$ cat src/rtl/vga_text_pkg.sv
// Shared geometry constants and the sideband bundle for the text-mode pixel path.
package vga_text_pkg;

  localparam int CHAR_W         = 8;
  localparam int CHAR_H         = 16;
  localparam int GLYPH_ROW_BITS = 4;
  localparam int XBIT_W         = $clog2(CHAR_W);
  localparam int FONT_ADDR_W    = 12;
  localparam int VRAM_ADDR_W    = 12;
  localparam int PIPE_LAT       = 4;

  // Everything that must travel alongside a pixel while its glyph is fetched.
  typedef struct packed {
    logic              visible;
    logic              hsync;
    logic              vsync;
    logic [XBIT_W-1:0] xbit;
    logic              cursor_hit;
  } sideband_t;

endpackage

$ cat src/rtl/text_cursor_blink.sv
// Cursor blink timer: counts frame starts and toggles the visible phase
// every BLINK_FRAMES frames.
module text_cursor_blink
  import vga_text_pkg::*;
#(
  parameter int BLINK_FRAMES = 32
) (
  input  logic clk,
  input  logic rst,
  input  logic vsync_s1,
  output logic phase
);

  localparam int CNT_W = (BLINK_FRAMES > 1) ? $clog2(BLINK_FRAMES) : 1;
  localparam logic [CNT_W-1:0] CNT_LAST = CNT_W'(BLINK_FRAMES - 1);

  logic             vsync_prev_q, vsync_prev_d;
  logic [CNT_W-1:0] cnt_q, cnt_d;
  logic             phase_q, phase_d;
  logic             frame_start;

  // Detect a frame start on the registered vsync and advance the blink count.
  always_comb begin
    vsync_prev_d = vsync_s1;
    cnt_d        = cnt_q;
    phase_d      = phase_q;
    frame_start  = vsync_s1 & ~vsync_prev_q;
    if (frame_start) begin
      if (cnt_q == CNT_LAST) begin
        cnt_d   = '0;
        phase_d = ~phase_q;
      end else begin
        cnt_d = cnt_q + CNT_W'(1);
      end
    end
  end

  // Blink state registers.
  always_ff @(posedge clk) begin
    if (rst) begin
      vsync_prev_q <= 1'b0;
      cnt_q        <= '0;
      phase_q      <= 1'b0;
    end else begin
      vsync_prev_q <= vsync_prev_d;
      cnt_q        <= cnt_d;
      phase_q      <= phase_d;
    end
  end

  assign phase = phase_q;

endmodule

$ cat src/rtl/text_pixel_gen.sv
// Text-mode pixel generator: raster position -> text buffer read -> font ROM
// read -> glyph bit, with sidebands delayed to stay aligned and a blinking
// block cursor XORed over the glyph.
module text_pixel_gen
  import vga_text_pkg::*;
#(
  parameter int COLS         = 80,
  parameter int ROWS         = 30,
  parameter int BLINK_FRAMES = 32
) (
  input  logic        clk,
  input  logic        rst,
  input  logic [9:0]  hcount,
  input  logic [9:0]  vcount,
  input  logic        visible_in,
  input  logic        hsync_in,
  input  logic        vsync_in,
  input  logic        cursor_en,
  input  logic [6:0]  cursor_col,
  input  logic [4:0]  cursor_row,
  output logic [11:0] vram_addr,
  input  logic [7:0]  vram_data,
  output logic [11:0] font_addr,
  input  logic [7:0]  font_data,
  output logic        pixel_on,
  output logic        visible_out,
  output logic        hsync_out,
  output logic        vsync_out
);

  // The text buffer must fit the address space and glyph rows must fill the row index.
  if ((COLS * ROWS > (1 << VRAM_ADDR_W)) || (CHAR_H != (1 << GLYPH_ROW_BITS))) begin : g_bad_cfg
    $error("text_pixel_gen: unsupported text geometry");
  end

  logic [6:0]                col;
  logic [4:0]                row;
  logic                      phase;
  logic                      unused_vcount_msb;
  sideband_t                 sb_in;
  sideband_t                 stage4;

  logic [VRAM_ADDR_W-1:0]    vram_addr_q, vram_addr_d;
  logic [FONT_ADDR_W-1:0]    font_addr_q, font_addr_d;
  logic [GLYPH_ROW_BITS-1:0] glyph_row_q [2];
  logic [GLYPH_ROW_BITS-1:0] glyph_row_d [2];
  sideband_t                 pipe_q [PIPE_LAT];
  sideband_t                 pipe_d [PIPE_LAT];
  logic                      pixel_on_q, pixel_on_d;
  logic                      visible_out_q, visible_out_d;
  logic                      hsync_out_q, hsync_out_d;
  logic                      vsync_out_q, vsync_out_d;

  // Rows stop at 29, so the top vcount bit never selects anything.
  assign unused_vcount_msb = vcount[9];

  // S1 decode: cell position, text buffer address and cursor match.
  always_comb begin
    col              = hcount[9:XBIT_W];
    row              = vcount[GLYPH_ROW_BITS +: 5];
    sb_in.visible    = visible_in;
    sb_in.hsync      = hsync_in;
    sb_in.vsync      = vsync_in;
    sb_in.xbit       = hcount[XBIT_W-1:0];
    sb_in.cursor_hit = cursor_en & phase & (col == cursor_col) & (row == cursor_row);
    vram_addr_d      = '0;
    if (visible_in) begin
      vram_addr_d = VRAM_ADDR_W'(row) * VRAM_ADDR_W'(COLS) + VRAM_ADDR_W'(col);
    end
  end

  // Pipeline advance: sideband shift register, glyph row carry, font address.
  always_comb begin
    pipe_d[0] = sb_in;
    for (int i = 1; i < PIPE_LAT; i++) begin
      pipe_d[i] = pipe_q[i-1];
    end
    glyph_row_d[0] = vcount[GLYPH_ROW_BITS-1:0];
    glyph_row_d[1] = glyph_row_q[0];
    font_addr_d    = {vram_data, glyph_row_q[1]};
  end

  // Output stage: pick the glyph bit for this pixel and apply the cursor.
  always_comb begin
    stage4        = pipe_q[PIPE_LAT-1];
    pixel_on_d    = stage4.visible & (font_data[3'd7 - stage4.xbit] ^ stage4.cursor_hit);
    visible_out_d = stage4.visible;
    hsync_out_d   = stage4.hsync;
    vsync_out_d   = stage4.vsync;
  end

  // All pipeline and output registers.
  always_ff @(posedge clk) begin
    if (rst) begin
      vram_addr_q    <= '0;
      font_addr_q    <= '0;
      glyph_row_q[0] <= '0;
      glyph_row_q[1] <= '0;
      for (int i = 0; i < PIPE_LAT; i++) begin
        pipe_q[i] <= '0;
      end
      pixel_on_q     <= 1'b0;
      visible_out_q  <= 1'b0;
      hsync_out_q    <= 1'b0;
      vsync_out_q    <= 1'b0;
    end else begin
      vram_addr_q    <= vram_addr_d;
      font_addr_q    <= font_addr_d;
      glyph_row_q[0] <= glyph_row_d[0];
      glyph_row_q[1] <= glyph_row_d[1];
      for (int i = 0; i < PIPE_LAT; i++) begin
        pipe_q[i] <= pipe_d[i];
      end
      pixel_on_q     <= pixel_on_d;
      visible_out_q  <= visible_out_d;
      hsync_out_q    <= hsync_out_d;
      vsync_out_q    <= vsync_out_d;
    end
  end

  text_cursor_blink #(
    .BLINK_FRAMES(BLINK_FRAMES)
  ) u_blink (
    .clk      (clk),
    .rst      (rst),
    .vsync_s1 (pipe_q[0].vsync),
    .phase    (phase)
  );

  assign vram_addr   = vram_addr_q;
  assign font_addr   = font_addr_q;
  assign pixel_on    = pixel_on_q;
  assign visible_out = visible_out_q;
  assign hsync_out   = hsync_out_q;
  assign vsync_out   = vsync_out_q;

endmodule
$ cat config.mk
export PLATFORM = sky130hd
export DESIGN_NAME = text_pixel_gen
export DESIGN_NICKNAME = d
export VERILOG_FILES = /design/src/rtl/vga_text_pkg.sv /design/src/rtl/text_cursor_blink.sv /design/src/rtl/text_pixel_gen.sv
export SDC_FILE = /design/constraint.sdc
export NUM_CORES = 1
export LEC_CHECK = 0
export CAP_MARGIN = 20
export CELL_PAD_IN_SITES_DETAIL_PLACEMENT = 0
export CELL_PAD_IN_SITES_GLOBAL_PLACEMENT = 1
export CORE_MARGIN = 2
export CORE_UTILIZATION = 37
export DETAILED_ROUTE_END_ITERATION = 6
export PLACE_DENSITY = 0.88
export SLEW_MARGIN = 20
export SYNTH_ARGS = -nofsm -noshare
export SYNTH_HDL_FRONTEND = slang
export SYNTH_SLANG_ARGS = --single-unit
export TNS_END_PERCENT = 5
$ cat constraint.sdc
create_clock -name clk -period 3.9 [get_ports clk]
set_clock_uncertainty 0.05 [all_clocks]
set_input_delay 0.585 -clock clk [delete_from_list [all_inputs] [get_ports clk]]
set_output_delay 0.585 -clock clk [all_outputs]
set_load 0.05 [all_outputs]
==> metrics.md, run 1 <==
| Metric | Value |
|---|---|
| Syn_nets | `roughly 290` |
| Switching share of power | `24.6%` |
| Min-delay src | `pipe_q[0][20]` |
| Hold depth | `1` |
| Reg2Reg Depth | `6` |
| Static Leak | `between 1 and 1.5 nW` |
| Max Slew Vio Count | `0` |
| Worst EP required | `4.11 ns` |
| Final setup TNS | `0 ns` |
| Comb pwr share | `15.1%` |
| CTS Root Cell | `clkbuf_8` |
| Port bufs | `80` |
| Synth Register Bits | `70` |
| Asr flop ratio synth | `0%` |
| Final cell count without fillers | `between 300 and 400` |
| GRT Total Usage | `12.5%` |
| Max Freq | `about 370 MHz` |
| First-pass GRT wire length | `7060 um` |
| Clk sinks | `70` |
| Most common cell after layout, fill and taps aside | `clkdlybuf4s50_1` |
| PD cells | `433 nW/um^2` |
| Peak supply drop | `around 0.24 mV` |
| Internal reg-to-reg setup slack | `about 2.3 ns` |
| Total setup buffers inserted after CTS | `0` |
| Slew Limit Headroom | `65.1%` |
| Vias in the first global route | `1612` |
| Num CTS Buffers | `9` |
| Status | `finished, final reports clean` |
| Worst-Margin Slew | `0.522 ns` |
| Per-cell routed wire length | `10.9 um` |
| Router iterations before antenna repair | `4` |
| Layout area overhead | `43.1%` |
| Cell taking the most area after synthesis | `dfxtp_1` |
| Distinct cells, synth | `27` |
| Leading post-synthesis cells by cell area | `dfxtp_1 (57%), nor2b_1 (13%), ha_1 (5.6%)` |
| Pwr Total | `1.52 mW` |
| Max-capacitance violation count | `0` |
| EDFF count, synth | `0` |
| Die Height | `85.5 um` |
| Critical path class | `in2reg` |
| Starting Density | `about two fifths` |
| Worst-Skew Late Latency | `0.34 ns` |
| H-tree depth | `3` |
| Sequential share of power | `49.2%` |
| Vias per inst | `4.41` |
| Fraction of layout cells with a size suffix above 1 | `roughly 5.5%` |
| Final worst-path cycle share | `69.6%` |
| Crit start category | `input pin` |
| Critical Path AT | `between 2 and 3 ns` |
| Tmin final | `2.71 ns` |
| Die ar. | `roughly 7300 sq um` |
| R2R Path End | `u_blink.cnt_q[2]` |
| Post-DRT Antenna Nets | `0` |
| Dominant synthesized flop cell | `dfxtp_1` |
| RR Startpoint | `u_blink.cnt_q[0]` |
| Largest net degree at the start of global routing | `31` |
| DRC Markers | `0` |
| Synth Warn # | `0` |
| Seq/Total Area, Yosys | `57.1%` |
| Routed Wire Length | `around 4200 um` |
| Post-DP HPWL | `between 2000 and 3000 um` |
| Placed instance count | `371` |
| Internal | `between 1 and 1.5 mW` |
| Synth Cell Area | `2460 sq um` |
| Vias | `1706` |
| Avg Inst Size Synth | `11.2 sq um` |
| Cts hold-fix bufs | `0` |
| FP Rows | `29` |
| CTS tree | `built` |
| CORE AREA | `6390 sq um` |
| HP Class | `reg2reg` |
| Switching pwr | `0.374 mW` |
| Total grt overflow | `0` |
| Worst setup EP type | `register` |
| Post-synthesis instance total | `around 220` |
| Post-CTS Resized | `0` |
| Clock power share | `between 30% and 40%` |
| Commonest non-fill, non-tap cells in the layout | `clkdlybuf4s50_1 (79), dfxtp_1 (70), nor2b_1 (50), xnor2_1 (15), ha_1 (11)` |
| Hold path endpoint | `pipe_q[0][27]` |
| CTS clk-pin slew, worst paths | `approximately 0.070 ns` |
| Die width | `85.5 um` |
| Final Hold Fails | `0` |
| Unrepaired setup endpoints after global routing | `no` |
| Initial antenna violation count | `0` |
| Synth top area share | `57.1%` |
| Ports | `between 80 and 90` |
| Maximum buffer depth of the clock tree | `2` |
| Final GP Congestion | `approximately 0.74` |
| Initial DRC count | `40` |
| N_diodes | `0` |
| Nets | `372` |
| Critical Path Fanout Max | `4` |
| Final setup viols | `0` |
==> how the worst max path moves through the flow <==
stage	start	endpoint	slack, ns	cells after the start
after global routing	vcount[5]	vram_addr[10]	1.09	8
after CTS	vcount[5]	vram_addr[10]	1.19	8
after global placement	vcount[5]	vram_addr[10]	0.90	8
final	vcount[5]	vram_addr[10]	1.19	8
after floorplan	vcount[5]	vram_addr[10]	1.57	7
after detailed placement	vcount[5]	vram_addr[10]	0.83	8
==> flip-flops by register name, summed over array words and instances, names as in the netlist, 5 cells and up <==
register       flops
glyph_row_q        8
u_blink.cnt_q      5
font_addr         12
pipe_q            28
vram_addr         12
==> power groups by stage <==
stage	Combinational (mW)	Sequential, mW	Clock [mW]
global route	0.249	0.751	0.604
finish	0.229	0.749	0.543
global placement	0.229	0.765	0
floorplan	0.0822	0.814	0
CTS	0.232	0.749	0.565
detailed placement	0.230	0.765	0
==> layer usage <==
| layer | up-vias | GRT usage (%) | share of wire (%) |
|---|---|---|---|
| met2 | 69 | 18.7 | 43 |
| met3 | 8 | 5.74 | 11 |
| li1 | 891 | - | - |
| met1 | 738 | 14.5 | 44 |
| met5 | - | 0 | 0 |
| met4 | 0 | 7.94 | 1.6 |
==> critical path, stage by stage <==
cell	delay, ns
clkdlybuf4s50_1	0.52
ha_1	0.35
ha_1	0.23
fa_1	0.41
xor2_1	0.28
nand4_1	0.15
or2_2	0.28
mux2i_1	0.12
==> kinds of logic (layout without fill, tap and decap cells) <==
| family | count (synthesis) | count (layout) | share of synthesized area [%] |
|---|---|---|---|
| AOI/OAI and AO/OA | 17 | 17 | 3.87 |
| buffers and inverters | 7 | 98 | 1.07 |
| and+or+nand+nor | 89 | 89 | 21.0 |
| xor gates and xnor gates | 19 | 19 | 6.78 |
| adders and majority gates | 13 | 13 | 7.23 |
| DFF | 70 | 70 | 57.1 |
| muxes | 4 | 4 | 2.95 |
==> area by class of cell <==
cell class              count  area (sq um)
fillers                   584          2870
well taps                  77          96.3
clock inverters             5          50.0
inverters                   1          3.75
multi-input cells         142          1030
flip-flops and latches     70          1400
clock buffers              11           131
repair buffers             81           803
==> cell usage after synthesis (4+ instances only) <==
library cell and instances:
dfxtp_1 70, nor2b_1 50, xnor2_1 15, ha_1 11
a21oi_1 10, nand2_1 9, and2_1 7, clkbuf_1 6
nor2_1 6, nand3_1 4, nand4_1 4, xor2_1 4
==> through the flow <==
| step | hold WS (ns) | util [%] | setup WS (ns) | cell area, sq um |
|---|---|---|---|---|
| final | 0.381 | 55.0 | 1.19 | 3510 |
| after detailed placement | 0.370 | 52.2 | 0.831 | 3330 |
| after floorplan | 0.364 | - | 1.57 | 2460 |
| after global placement | 0.367 | 52.2 | 0.900 | 3330 |
| after CTS | 0.386 | 55.0 | 1.19 | 3510 |
| after global routing | 0.405 | 55.0 | 1.09 | 3510 |
No activity file was read; power rests on OpenSTA's default activity.
==> run 2, diff against run 1 <==
- CORE_UTILIZATION: 37 -> 34
- PLACE_DENSITY: 0.88 -> 0.82
- clock period: 3.9 -> 2.75 ns (I/O delays scaled with it)
==> metrics.md, run 2 (synthesized netlist as in run 1, its figures left out) <==
| Metric | Value |
|---|---|
| R2R Path End | `u_blink.cnt_q[2]` |
| Cts hold-fix bufs | `0` |
| Post-DRT Antenna Nets | `0` |
| Worst setup EP type | `register` |
| Total setup buffers inserted after CTS | `0` |
| Initial antenna violation count | `0` |
| Router iterations before antenna repair | `4` |
| Per-cell routed wire length | `10.4 um` |
| GRT Total Usage | `11.6%` |
| Post-CTS Resized | `0` |
| Routed Wire Length | `4250 um` |
| Fraction of layout cells with a size suffix above 1 | `around 7.3%` |
| FP Rows | `30` |
| Port bufs | `80` |
| Cell mode on critical path | `ha_1` |
| Most common cell after layout, fill and taps aside | `clkdlybuf4s50_1` |
| Unrepaired setup endpoints after global routing | `no` |
| Max-capacitance violation count | `0` |
| Worst-Skew Late Latency | `~0.33 ns` |
| Max incr delay on CP | `0.44 ns` |
| Largest net degree at the start of global routing | `31` |
| Worst-Margin Slew | `0.537 ns` |
| Total grt overflow | `0` |
| Fin area | `3580 sq um` |
| Final worst-path cycle share | `a little under nine tenths` |
| Maximum buffer depth of the clock tree | `2` |
| CTS tree | `built` |
| CORE AREA | `6910 sq um` |
| Starting Density | `35.6%` |
| Commonest non-fill, non-tap cells in the layout | `clkdlybuf4s50_1 (79), dfxtp_1 (70), nor2b_1 (50), xnor2_1 (15), ha_1 (11)` |
| Placed Area | `3390 sq um` |
| Critical Path Fanout Max | `2` |
| Hold depth | `1` |
| Final setup viols | `0` |
| Die ar. | `7920 sq um` |
| Num CTS Buffers | `9` |
| Largest Register | `pipe_q` |
| Slew Limit Headroom | `64.2%` |
| DRC Markers | `0` |
| CTS clk-pin slew, worst paths | `roughly 0.080 ns` |
| Vias per inst | `4.13` |
| Peak supply drop | `roughly 0.29 mV` |
| Internal reg-to-reg setup slack | `1.19 ns` |
| Reg2Reg Depth | `6` |
| Die width | `a little under 90 um` |
| Placed instance count | `394` |
| Final cell count without fillers | `410` |
| Nets | `376` |
| Die Height | `89.0 um` |
| Clk sinks | `70` |
| Crit start category | `input pin` |
| Worst EP required | `2.96 ns` |
| Slowest-stage cell, CP | `clkdlybuf4s50_1` |
| N_diodes | `0` |
| Final setup TNS | `0 ns` |
| Vias | `1693` |
| Final core utilization | `51.9%` |
| Largest register FFs | `28` |
| Critical Path AT | `2.56 ns` |
| Critical path class | `in2reg` |
| Vias in the first global route | `1602` |
| Ports | `82` |
| Max Slew Vio Count | `0` |
| Post-DP HPWL | `3070 um` |
| Status | `finished, final reports clean` |
| Final GP Congestion | `0.740` |
| FILL cells | `639` |
| Final Hold Fails | `0` |
| Max Freq | `427 MHz` |
| Crit path cell chain | `clkdlybuf4s50_1, ha_1, ha_1, fa_1, xor2_1, nand4_1, or2_2, mux2i_1` |
| Layout area overhead | `45.9%` |
| Tmin final | `2.34 ns` |
| Static Leak | `1.39 nW` |
| CTS Root Cell | `clkbuf_8` |
| Initial DRC count | `between 60 and 70` |
| First-pass GRT wire length | `just over 7000 um` |
| H-tree depth | `3` |
| PD cells | `613 nW/um^2` |
| Min-delay src | `pipe_q[0][14]` |
| RR Startpoint | `u_blink.cnt_q[0]` |
| Hold path endpoint | `pipe_q[0][21]` |
| HP Class | `reg2reg` |
## run 2: cell count changes in the layout (fill, tap and decap cells not counted)
cell and delta:
clkbuf_1 -2, clkinvlp_4 +2, clkinv_2 -2, clkinv_4 +1, inv_6 +1, buf_4 +4
## run 2: worst max path at each step
stage	from	endpoint	slack [ns]	depth (start not counted)
2_1_floorplan	vcount[5]	vram_addr[10]	0.59	7
3_3_place_gp	vcount[5]	vram_addr[10]	0.13	8
3_5_place_dp	vcount[5]	vram_addr[10]	0.08	8
4_1_cts	vcount[5]	vram_addr[10]	0.42	8
5_1_grt	vcount[5]	vram_addr[10]	0.27	8
6_report	vcount[5]	vram_addr[10]	0.41	8
## run 2: report_power, final
| group | switching (mW) | internal [mW] | total, mW |
|---|---|---|---|
| logic | 0.164 | 0.167 | 0.331 |
| registers | 0.0105 | 1.05 | 1.06 |
| clock network | 0.385 | 0.420 | 0.804 |
| total | 0.559 | 1.64 | 2.20 |
## run 2: layer usage
| layer | up-vias | GRT usage (%) | wire [um] |
|---|---|---|---|
| met5 | - | 0 | 0 |
| met4 | 0 | 4.48 | 59 |
| met3 | 6 | 6.37 | 480 |
| met2 | 67 | 17.5 | 1780 |
| met1 | 722 | 14.0 | 1930 |
| li1 | 898 | - | - |
## run 2: metrics by stage
step	total power [mW]	hold slack [ns]	setup slack, ns
floorplan	1.27	0.364	0.594
global placement	1.42	0.368	0.134
detailed placement	1.42	0.370	0.0782
CTS	2.23	0.380	0.416
global route	2.31	0.394	0.274
finish	2.20	0.379	0.406
## run 2: worst max-delay path: cells and delay by family
family / cells / cell delay (ns)
xor+xnor: 1 / 0.18
buf+inv: 1 / 0.44
mux: 1 / 0.13
simple gates: 2 / 0.43
fa+ha+maj: 3 / 0.95
## run 2: area by class of cell
| type | count | area (sq um) | area share (%) |
|---|---|---|---|
| clock inverter | 7 | 72.6 | 2.03 |
| timing repair buffer | 85 | 833 | 23.3 |
| clock buffer | 9 | 124 | 3.46 |
| tap | 96 | 120 | 3.35 |
| inverter | 1 | 3.75 | 0.105 |
| multi-input combinational | 142 | 1030 | 28.7 |
| sequential | 70 | 1400 | 39.1 |
